`config.mk`:
```
export PLATFORM = sky130hd
export DESIGN_NAME = credit_tx
export DESIGN_NICKNAME = d
export VERILOG_FILES = /design/src/rtl/credit_tx_pkg.sv /design/src/rtl/credit_tx_dff_en.sv /design/src/rtl/credit_tx_up_down_counter.sv /design/src/rtl/credit_tx.sv
export SDC_FILE = /design/constraint.sdc
export NUM_CORES = 1
export LEC_CHECK = 0
export BUFFER_PORTS_ARGS = -buffer_cell sky130_fd_sc_hd__buf_4
export CORE_MARGIN = 1.5
export CORE_UTILIZATION = 44
export CTS_CLUSTER_DIAMETER = 40
export DETAILED_ROUTE_END_ITERATION = 10
export PLACE_DENSITY = 0.89
export SYNTH_ARGS = -nofsm -noshare
export SYNTH_HDL_FRONTEND = slang
export SYNTH_SLANG_ARGS = --single-unit
```
`constraint.sdc`:
```
create_clock -name clk -period 2.9 [get_ports clk]
set_input_delay 0.725 -clock clk [delete_from_list [all_inputs] [get_ports clk]]
set_output_delay 0.725 -clock clk [all_outputs]
set_load 0.1 [all_outputs]
```
`src/rtl/credit_tx_pkg.sv`:
```
// Shared constants and helpers for the credit-based transmitter.
package credit_tx_pkg;

  // Default width of one data entry.
  localparam int ENTRY_WIDTH_DEFAULT = 32;

  // Counter width able to hold every value 0..depth inclusive.
  function automatic int credit_ctr_width(input int depth);
    return $clog2(depth + 1);
  endfunction

endpackage

```
`src/rtl/credit_tx_dff_en.sv`:
```
// Register primitive with write-enable and synchronous active-high reset.
module dff_en #(
  parameter int               WIDTH     = 1,
  parameter logic [WIDTH-1:0] RESET_VAL = {WIDTH{1'b0}}
) (
  input  logic             clk,
  input  logic             rst,
  input  logic             en,
  input  logic [WIDTH-1:0] d,
  output logic [WIDTH-1:0] q
);

  logic [WIDTH-1:0] q_r;

  // Load d when enabled, otherwise hold; reset to RESET_VAL.
  always_ff @(posedge clk) begin
    if (rst) begin
      q_r <= RESET_VAL;
    end else if (en) begin
      q_r <= d;
    end else begin
      q_r <= q_r;
    end
  end

  assign q = q_r;

endmodule

```
`src/rtl/credit_tx_up_down_counter.sv`:
```
// Saturating up/down counter with a sticky over-range flag.
// inc and dec in the same cycle cancel and leave the count unchanged.
module up_down_counter #(
  parameter int WIDTH     = 4,
  parameter int MAX       = 8,
  parameter int RESET_VAL = 8
) (
  input  logic             clk,
  input  logic             rst,
  input  logic             inc,
  input  logic             dec,
  output logic [WIDTH-1:0] count,
  output logic             sat_err
);

  localparam logic [WIDTH-1:0] MAX_V  = WIDTH'(MAX);
  localparam logic [WIDTH-1:0] RST_V  = WIDTH'(RESET_VAL);
  localparam logic [WIDTH-1:0] ZERO_V = {WIDTH{1'b0}};
  localparam logic [WIDTH-1:0] ONE_V  = WIDTH'(1'b1);

  logic [WIDTH-1:0] count_r;
  logic [WIDTH-1:0] count_nxt_s;
  logic             sat_err_r;
  logic             sat_err_nxt_s;

  // Next count: step by one, clamp at MAX (flagging it) and at zero.
  always_comb begin
    count_nxt_s   = count_r;
    sat_err_nxt_s = sat_err_r;
    case ({inc, dec})
      2'b10: begin
        if (count_r == MAX_V) begin
          count_nxt_s   = count_r;
          sat_err_nxt_s = 1'b1;
        end else begin
          count_nxt_s = count_r + ONE_V;
        end
      end
      2'b01: begin
        if (count_r != ZERO_V) begin
          count_nxt_s = count_r - ONE_V;
        end else begin
          count_nxt_s = count_r;
        end
      end
      default: begin
        count_nxt_s = count_r;
      end
    endcase
  end

  // Count and sticky error registers.
  always_ff @(posedge clk) begin
    if (rst) begin
      count_r   <= RST_V;
      sat_err_r <= 1'b0;
    end else begin
      count_r   <= count_nxt_s;
      sat_err_r <= sat_err_nxt_s;
    end
  end

  assign count   = count_r;
  assign sat_err = sat_err_r;

endmodule

```
`src/rtl/credit_tx.sv`:
```
// Credit-based transmitter: accepts entries over ready/valid and forwards
// them one cycle later, never sending more than the remote FIFO can hold.
module credit_tx
  import credit_tx_pkg::*;
#(
  parameter int ENTRY_WIDTH = ENTRY_WIDTH_DEFAULT,
  parameter int N_CREDITS   = 8,
  localparam int CTR_WIDTH  = credit_ctr_width(N_CREDITS)
) (
  input  logic                   clk,
  input  logic                   rst,
  output logic                   in_ready,
  input  logic                   in_valid,
  input  logic [ENTRY_WIDTH-1:0] in_data,
  output logic                   out_valid,
  output logic [ENTRY_WIDTH-1:0] out_data,
  input  logic                   credit_return,
  output logic [CTR_WIDTH-1:0]   credits,
  output logic                   idle,
  output logic                   err_overflow
);

  localparam logic [CTR_WIDTH-1:0] FULL_V = CTR_WIDTH'(N_CREDITS);
  localparam logic [CTR_WIDTH-1:0] ZERO_V = {CTR_WIDTH{1'b0}};

  logic send_s;

  // Ready depends only on the credit register, so the upstream never sees
  // a combinational path from in_valid or credit_return.
  assign in_ready = (credits != ZERO_V);
  assign send_s   = in_valid & in_ready;
  assign idle     = (credits == FULL_V) & ~out_valid;

  // Free-slot count of the remote FIFO: send consumes, return refunds.
  up_down_counter #(
    .WIDTH     (CTR_WIDTH),
    .MAX       (N_CREDITS),
    .RESET_VAL (N_CREDITS)
  ) u_credit_ctr (
    .clk     (clk),
    .rst     (rst),
    .inc     (credit_return),
    .dec     (send_s),
    .count   (credits),
    .sat_err (err_overflow)
  );

  // One-cycle valid pulse per accepted entry.
  dff_en #(
    .WIDTH     (1),
    .RESET_VAL (1'b0)
  ) u_valid_reg (
    .clk (clk),
    .rst (rst),
    .en  (1'b1),
    .d   (send_s),
    .q   (out_valid)
  );

  // Data register loads only on accept and holds otherwise.
  dff_en #(
    .WIDTH     (ENTRY_WIDTH),
    .RESET_VAL ({ENTRY_WIDTH{1'b0}})
  ) u_data_reg (
    .clk (clk),
    .rst (rst),
    .en  (send_s),
    .d   (in_data),
    .q   (out_data)
  );

endmodule

```
==> implementation parameters, run 1 <==
Parameter                              Value

Status
  Run status ... completed

Power
  Power density normalized to cell area ... 1110 mW/mm2
  Worst IR Drop VDD ... 0.631 mV
  Power Total ... 2.40 mW
  P_leak ... 0.988 nW

Timing
  Final cycle utilization of the critical path ... 0.832
  Max Slew Vio Count ... 0
  Setup repair after global routing missed its margin ... false
  Headroom to the max-slew limit ... 0.204
  Highest clock frequency the design can meet ... between 0.4 and 0.5 GHz
  Min Tclk post-route ... approximately 2.4 ns
  Worst clock skew ... 0.00860 ns
  Number of hold violations in the final report ... 0
  Setup Viol. Count Final ... 0
  Measured slew at the worst slew-check pin ... approximately 1.2 ns

Final layout
  Nets ... about 290
  Layout overhead on the synthesized area ... 43.4%
  Commonest non-fill, non-tap cell in the layout ... buf_4
  Post-layout instance count excluding filler cells ... 302
  Count of inserted antenna diode cells ... 0
  Proportion of layout cells with a drive suffix above 1 ... 0.344
  Design area ... 0.00216 mm2
  Most frequent cells in the layout ... buf_4, nand2_1, dfxtp_1

Worst setup path
  Endpoint required time on the critical path ... 2.17 ns
  Critical path arrival ... 1.69 ns
  Kind of critical path ... register to primary output
  Delay of the slowest cell on the worst path ... 0.46 ns
  Maximum fanout along the worst path ... 12
  Startpoint types ... register
  Logic depth of the worst register-to-register path ... 4
  Flop2flop setup slack ... 0.74 ns
  Worst path slowest cell ... dfxtp_1
  Crit-path cells ... nor3_1 > nand2_1 > nor2_2 > buf_4
  Kind of end point of the critical path ... primary output

Yosys
  Number of warnings reported in the yosys synthesis log ... 0
  Fraction of the mapped netlist area in compound gates ... 0.185
  Number of synthesized flops with an enable pin ... 0
  Basic-gate share of the synthesized area counting and, or, nand and nor cells ... 0.221
  Flip-flop cell with the highest count after synthesis ... dfxtp_1
  Flops & latches, synth ... 38
  Async set or reset register ratio after synthesis ... 0
  Post-Syn Area ... 0.00150 mm2
  Fraction of the yosys area taken by sequential cells ... 0.506
  Post-synthesis cell type count ... 29
  Number of instances in the synthesized netlist ... approximately 190
  Multiplexer share of the synthesized area ... 0.0133
  Largest family of logic cells by synthesized area ... simple AND/OR/NAND/NOR gates
  Post-synthesis average cell area ... between 7 and 8 um2
  Synth Net Count ... 226
  Share of synthesized cell area in full adder, half adder and majority cells ... 0.00832
  Fraction of synthesized cell area in xor and xnor cells ... 0.0175

GRT
  Overflow left after global routing ... 0
  Global-route wire length before repair ... 5400 um
  Largest net degree at the start of global routing ... 42
  Number of antenna violations at the first check in global routing ... 0
  Total global-route track usage ... 0.197
  Vias in the first global route ... 1317

Floorplanning
  Total number of placement rows ... 21
  Die extent in x ... a little over 60 um
  Starting density of the core ... 0.454
  Vertical extent of the die ... between 60 and 70 um
  # IOs ... 76
  Floorplan die area ... 0.00378 mm2
  Core area ... approximately 0.0033 mm2

Clock tree
  Insertion delay of the later-clocked pin in the worst-skew pair ... 0.34 ns
  Root buffer cell ... clkbuf_4
  Post-CTS Setup Repair Bufs ... 0
  CTS max path bufs ... 2
  Post-cts hold buffer count ... 0
  Cells resized by post-CTS repair ... 0
  H-tree depth ... 2
  Clock Pin Slew Worst Setup and Hold Paths ... around 0.10 ns
  Clock tree from TritonCTS ... built
  Clock sinks ... 38
  Number of buffers added by the clock tree synthesis step ... 5

Route
  Wire length reported by the detailed router ... roughly 3600 um
  Residual DRC count ... 0
  Post-route ant nets ... 0
  Initial DRC count ... 95
  Wire length per cell ... 11.9 um
  Average via count per standard cell ... a little under 5
  DRT Pass-1 Iters ... 4
  Total via count after detailed routing ... 1467

Flow run
  Maximum Capacitance Violations ... 0

Place
  Cell count after placement ... just under 300
  Area post-placement ... 0.00208 mm2
  Input/output buffers ... 75
  DP Wirelength ... roughly 2400 um
  Placer congestion estimate ... 0.764

Hold path
  Number of cells on the worst hold path ... 2
  Tightest Hold Check Type ... register to register
## power breakdown
part,switching (mW),internal [mW]
Clock,0.163,0.201
Combinational,1.00,0.308
Sequential,0.117,0.610
## Yosys cell counts (all sizes together), types with 2 or more instances
library cell | number | share of area
a211oi | 2 | 0.013
a21oi | 34 | 0.11
buf | 2 | 0.0067
clkbuf | 14 | 0.035
dfxtp | 38 | 0.51
inv | 3 | 0.0075
mux2i | 2 | 0.013
nand2 | 66 | 0.16
nor2 | 9 | 0.024
xnor2 | 2 | 0.012
## layer usage
metal | vias to the layer above | part of all wire | global-route usage
met2 | 57 | 0.49 | 0.348
met4 | 0 | 0.018 | 0.122
met5 | - | 0 | 0
met1 | 647 | 0.44 | 0.208
met3 | 7 | 0.060 | 0.0525
li1 | 756 | - | -
## worst paths after layout
path / from / end
worst min register to register: u_data_reg.q[17] / u_data_reg.q[17]
worst min-delay path: u_data_reg.q[17] / u_data_reg.q[17]
worst max register to register: u_credit_ctr.count[1] / u_data_reg.q[28]
worst max-delay path: u_credit_ctr.count[1] / idle
## sequential cells by signal, summed over array words and instances, names as in the netlist
signal and count:
u_credit_ctr.count 4, u_credit_ctr.sat_err 1, u_data_reg.q 32, u_valid_reg.q 1
## cells by family (layout without fill, tap and decap cells)
family          count (synthesis)  after routing
compound gates                 44             44
xor+xnor                        3              3
fa+ha+maj                       1              1
buf+inv                        19             86
flops                          38             38
mux                             2              2
simple gates                   82             82
## worst max-delay path, delay by kind of cell (launching register included)
family                 cells  cell delay [ns]
buffers and inverters      1             0.29
DFF                        1             0.46
and+or+nand+nor            3             0.60
## stage by stage
stage | utilization | worst slack (ns) | hold WS (ns) | setup TNS (ns)
floorplan | - | -0.0116 | 0.861 | -0.0116
global placement | 0.627 | 0.756 | 0.442 | 0
detailed placement | 0.627 | 0.666 | 0.447 | 0
CTS | 0.652 | 0.458 | 0.463 | 0
global route | 0.652 | 0.332 | 0.476 | 0
finish | 0.652 | 0.487 | 0.459 | 0
## area by class of cell
class | instances | area [um2]
inverters | 3 | 11.3
flip-flops and latches | 38 | 761
well taps | 46 | 57.6
clock buffers | 6 | 51.3
clock inverters | 1 | 30.0
multi-input cells | 132 | 676
repair buffers | 76 | 571
fillers | 294 | 1150
Note: power is estimated with default switching activity, not from simulation.
==> inputs of run 2 (changes only) <==
Clock period 2.9 ns to 2.55 ns, I/O delays scaled along.
==> run 2 against run 1 <==
Effect of this change:
- combinational power rose by 15%
- total power rose by 13%
- utilization rose by 0.19 points
- routed wire length fell by 3.1%
- register-to-register slack got worse by 0.14 ns
- critical path depth did not move
- first-iteration DRC count fell by 44%
- flip-flop and latch count did not move
- critical path type unchanged
==> implementation parameters, run 2 (synthesized netlist as in run 1, its figures left out) <==
Parameter                              Value

Floorplanning
  Die extent in x ... 61.5 um (unchanged)
  Vertical extent of the die ... 61.5 um (unchanged)
  Core area ... 0.00331 mm2 (unchanged)
  Floorplan die area ... 0.00378 mm2 (unchanged)
  # IOs ... 76 (unchanged)
  Total number of placement rows ... 21 (unchanged)
  Starting density of the core ... 0.454 (unchanged)

Worst setup path
  Terminus of the critical flop-to-flop path ... u_credit_ctr.count[2] (was u_data_reg.q[28])
  CP Launch Point ... u_credit_ctr.count[0] (was u_credit_ctr.count[1])
  Worst path slowest cell ... dfxtp_2 (was dfxtp_1)
  Crit path max-delay family ... simple AND/OR/NAND/NOR gates (unchanged)
  Kind of critical path ... register to primary output (unchanged)
  Delay of the slowest cell on the worst path ... 0.40 ns (was 0.46 ns)
  Maximum fanout along the worst path ... 9 (was 12)
  Crit path depth ... 4 (unchanged)
  Critical path arrival ... 1.60 ns (was 1.69 ns)
  Worst setup path endpoint ... idle (unchanged)
  Number of buffer and inverter instances along the worst setup path ... 1 (unchanged)
  Logic depth of the worst register-to-register path ... 6 (was 4)
  Kind of end point of the critical path ... primary output (unchanged)
  Start of the worst register-to-register path ... u_credit_ctr.count[3] (was u_credit_ctr.count[1])
  Crit-path cells ... nor3_1 > nand2_1 > nor2_2 > buf_4 (unchanged)
  Startpoint types ... register (unchanged)
  Endpoint required time on the critical path ... 1.91 ns (was 2.17 ns)
  Flop2flop setup slack ... 0.60 ns (was 0.74 ns)

Clock tree
  CTS max path bufs ... 2 (unchanged)
  Post-cts hold buffer count ... 0 (unchanged)
  Post-CTS Setup Repair Bufs ... 0 (unchanged)
  Clock tree from TritonCTS ... built (unchanged)
  Clock sinks ... 38 (unchanged)
  Number of buffers added by the clock tree synthesis step ... 5 (unchanged)
  Cells resized by post-CTS repair ... 0 (unchanged)
  H-tree depth ... 2 (unchanged)
  Root buffer cell ... clkbuf_4 (unchanged)
  Clock Pin Slew Worst Setup and Hold Paths ... 0.11 ns (was 0.10 ns)
  Insertion delay of the later-clocked pin in the worst-skew pair ... 0.33 ns (was 0.34 ns)

Power
  Power density normalized to cell area ... 1250 mW/mm2 (was 1110 mW/mm2)
  Worst IR Drop VDD ... 0.621 mV (was 0.631 mV)
  P_leak ... 0.989 nW (was 0.988 nW)
  Power Total ... 2.71 mW (was 2.40 mW)

Final layout
  Post-layout instance count excluding filler cells ... 304 (was 302)
  Most frequent cells in the layout ... buf_4, nand2_1, a21oi_1, dfxtp_1, nor2_1 (was buf_4, nand2_1, dfxtp_1)
  Nets ... 294 (was 293)
  Layout overhead on the synthesized area ... 43.8% (was 43.4%)
  Proportion of layout cells with a drive suffix above 1 ... 0.357 (was 0.344)
  Commonest non-fill, non-tap cell in the layout ... buf_4 (unchanged)
  Flip-flop count of the largest register after layout ... 32 (unchanged)
  Count of inserted antenna diode cells ... 0 (unchanged)

Route
  Residual DRC count ... 0 (unchanged)
  Total via count after detailed routing ... 1464 (was 1467)
  Post-route ant nets ... 0 (unchanged)
  Average via count per standard cell ... 4.82 (was 4.86)
  Wire length reported by the detailed router ... 3480 um (was 3590 um)
  Initial DRC count ... 53 (was 95)
  Wire length per cell ... 11.4 um (was 11.9 um)
  DRT Pass-1 Iters ... 4 (unchanged)

Place
  Placer congestion estimate ... 0.752 (was 0.764)
  DP Wirelength ... 2390 um (was 2350 um)
  Input/output buffers ... 75 (unchanged)
  Cell count after placement ... 296 (was 295)
  Placement-stage worst setup slack ... 0.425 ns (was 0.666 ns)

Flow run
  Maximum Capacitance Violations ... 0 (unchanged)

GRT
  Total global-route track usage ... 0.191 (was 0.197)
  Number of antenna violations at the first check in global routing ... 0 (unchanged)
  Global-route wire length before repair ... 5360 um (was 5400 um)
  Vias in the first global route ... 1247 (was 1317)
  Largest net degree at the start of global routing ... 42 (unchanged)
  Overflow left after global routing ... 0 (unchanged)

Timing
  Max Slew Vio Count ... 0 (unchanged)
  Worst clock skew ... 0.00606 ns (was 0.00860 ns)
  Final cycle utilization of the critical path ... 0.877
  Setup Viol. Count Final ... 0 (unchanged)
  Highest clock frequency the design can meet ... around 0.45 GHz
  Measured slew at the worst slew-check pin ... 0.522 ns (was 1.19 ns)
  Number of hold violations in the final report ... 0 (unchanged)
  Headroom to the max-slew limit ... 0.652 (was 0.204)
  Min Tclk post-route ... 2.24 ns
  Setup repair after global routing missed its margin ... false (unchanged)
  Worst hold slack after final layout ... 0.459 ns (about the same)
  Final Worst Setup Slack ... 0.315 ns (was 0.487 ns)

Hold path
  Tightest Hold Check Type ... register to register (unchanged)

Status
  Run status ... completed (unchanged)
run 2: cell count changes in the layout (fill, tap and decap cells not counted), sizes merged:
| cell | before | now |
|---|---|---|
| buf | 76 | 77 |
| clkbuf | 6 | 7 |
run 2: worst min path at each step:
stage	end	cells after the start	startpoint	slack, ns
finish	u_data_reg.q[3]	2	u_data_reg.q[3]	0.46
global route	u_data_reg.q[0]	2	u_data_reg.q[0]	0.48
CTS	u_data_reg.q[0]	2	u_data_reg.q[0]	0.46
detailed placement	u_data_reg.q[0]	2	u_data_reg.q[0]	0.45
global placement	u_data_reg.q[21]	2	u_data_reg.q[21]	0.44
floorplan	u_data_reg.q[6]	2	in_data[6]	0.77
run 2: area by class of cell:
cell class                      instances  area, um2
Fill cell                             326       1150
Sequential cell                        38        766
Multi-Input combinational cell        132        676
Timing Repair Buffer                   77        578
Tap cell                               46       57.6
Clock buffer                            7       45.0
Clock inverter                          1       30.0
Inverter                                3       11.3
run 2: where the power goes:
group          leakage, nW  internal (mW)  total (mW)  switching, mW
registers            0.314          0.701       0.829          0.128
logic                0.635          0.355        1.50           1.14
clock network       0.0395          0.208       0.389          0.181
total                0.989           1.26        2.71           1.45
run 2: stage by stage:
| stage | setup TNS [ns] | instance area, um2 | utilization |
|---|---|---|---|
| after floorplan | -0.0599 | 1520 | - |
| after global placement | 0 | 2090 | 0.631 |
| after detailed placement | 0 | 2090 | 0.631 |
| after CTS | 0 | 2160 | 0.653 |
| after global routing | 0 | 2160 | 0.653 |
| final | 0 | 2160 | 0.653 |
run 2: tightest hold or removal path, cell delays in order (launching register included):
cell	delay, ns
dfxtp_1	0.32
nand2_1	0.05
a21oi_1	0.05
run 2: per-layer routing:
metal / track usage / vias up / wire length (um)
li1: - / 757 / -
met1: 0.231 / 657 / 1440
met2: 0.315 / 45 / 1720
met3: 0.0672 / 5 / 269
met4: 0.0699 / 0 / 46
met5: 0 / - / 0
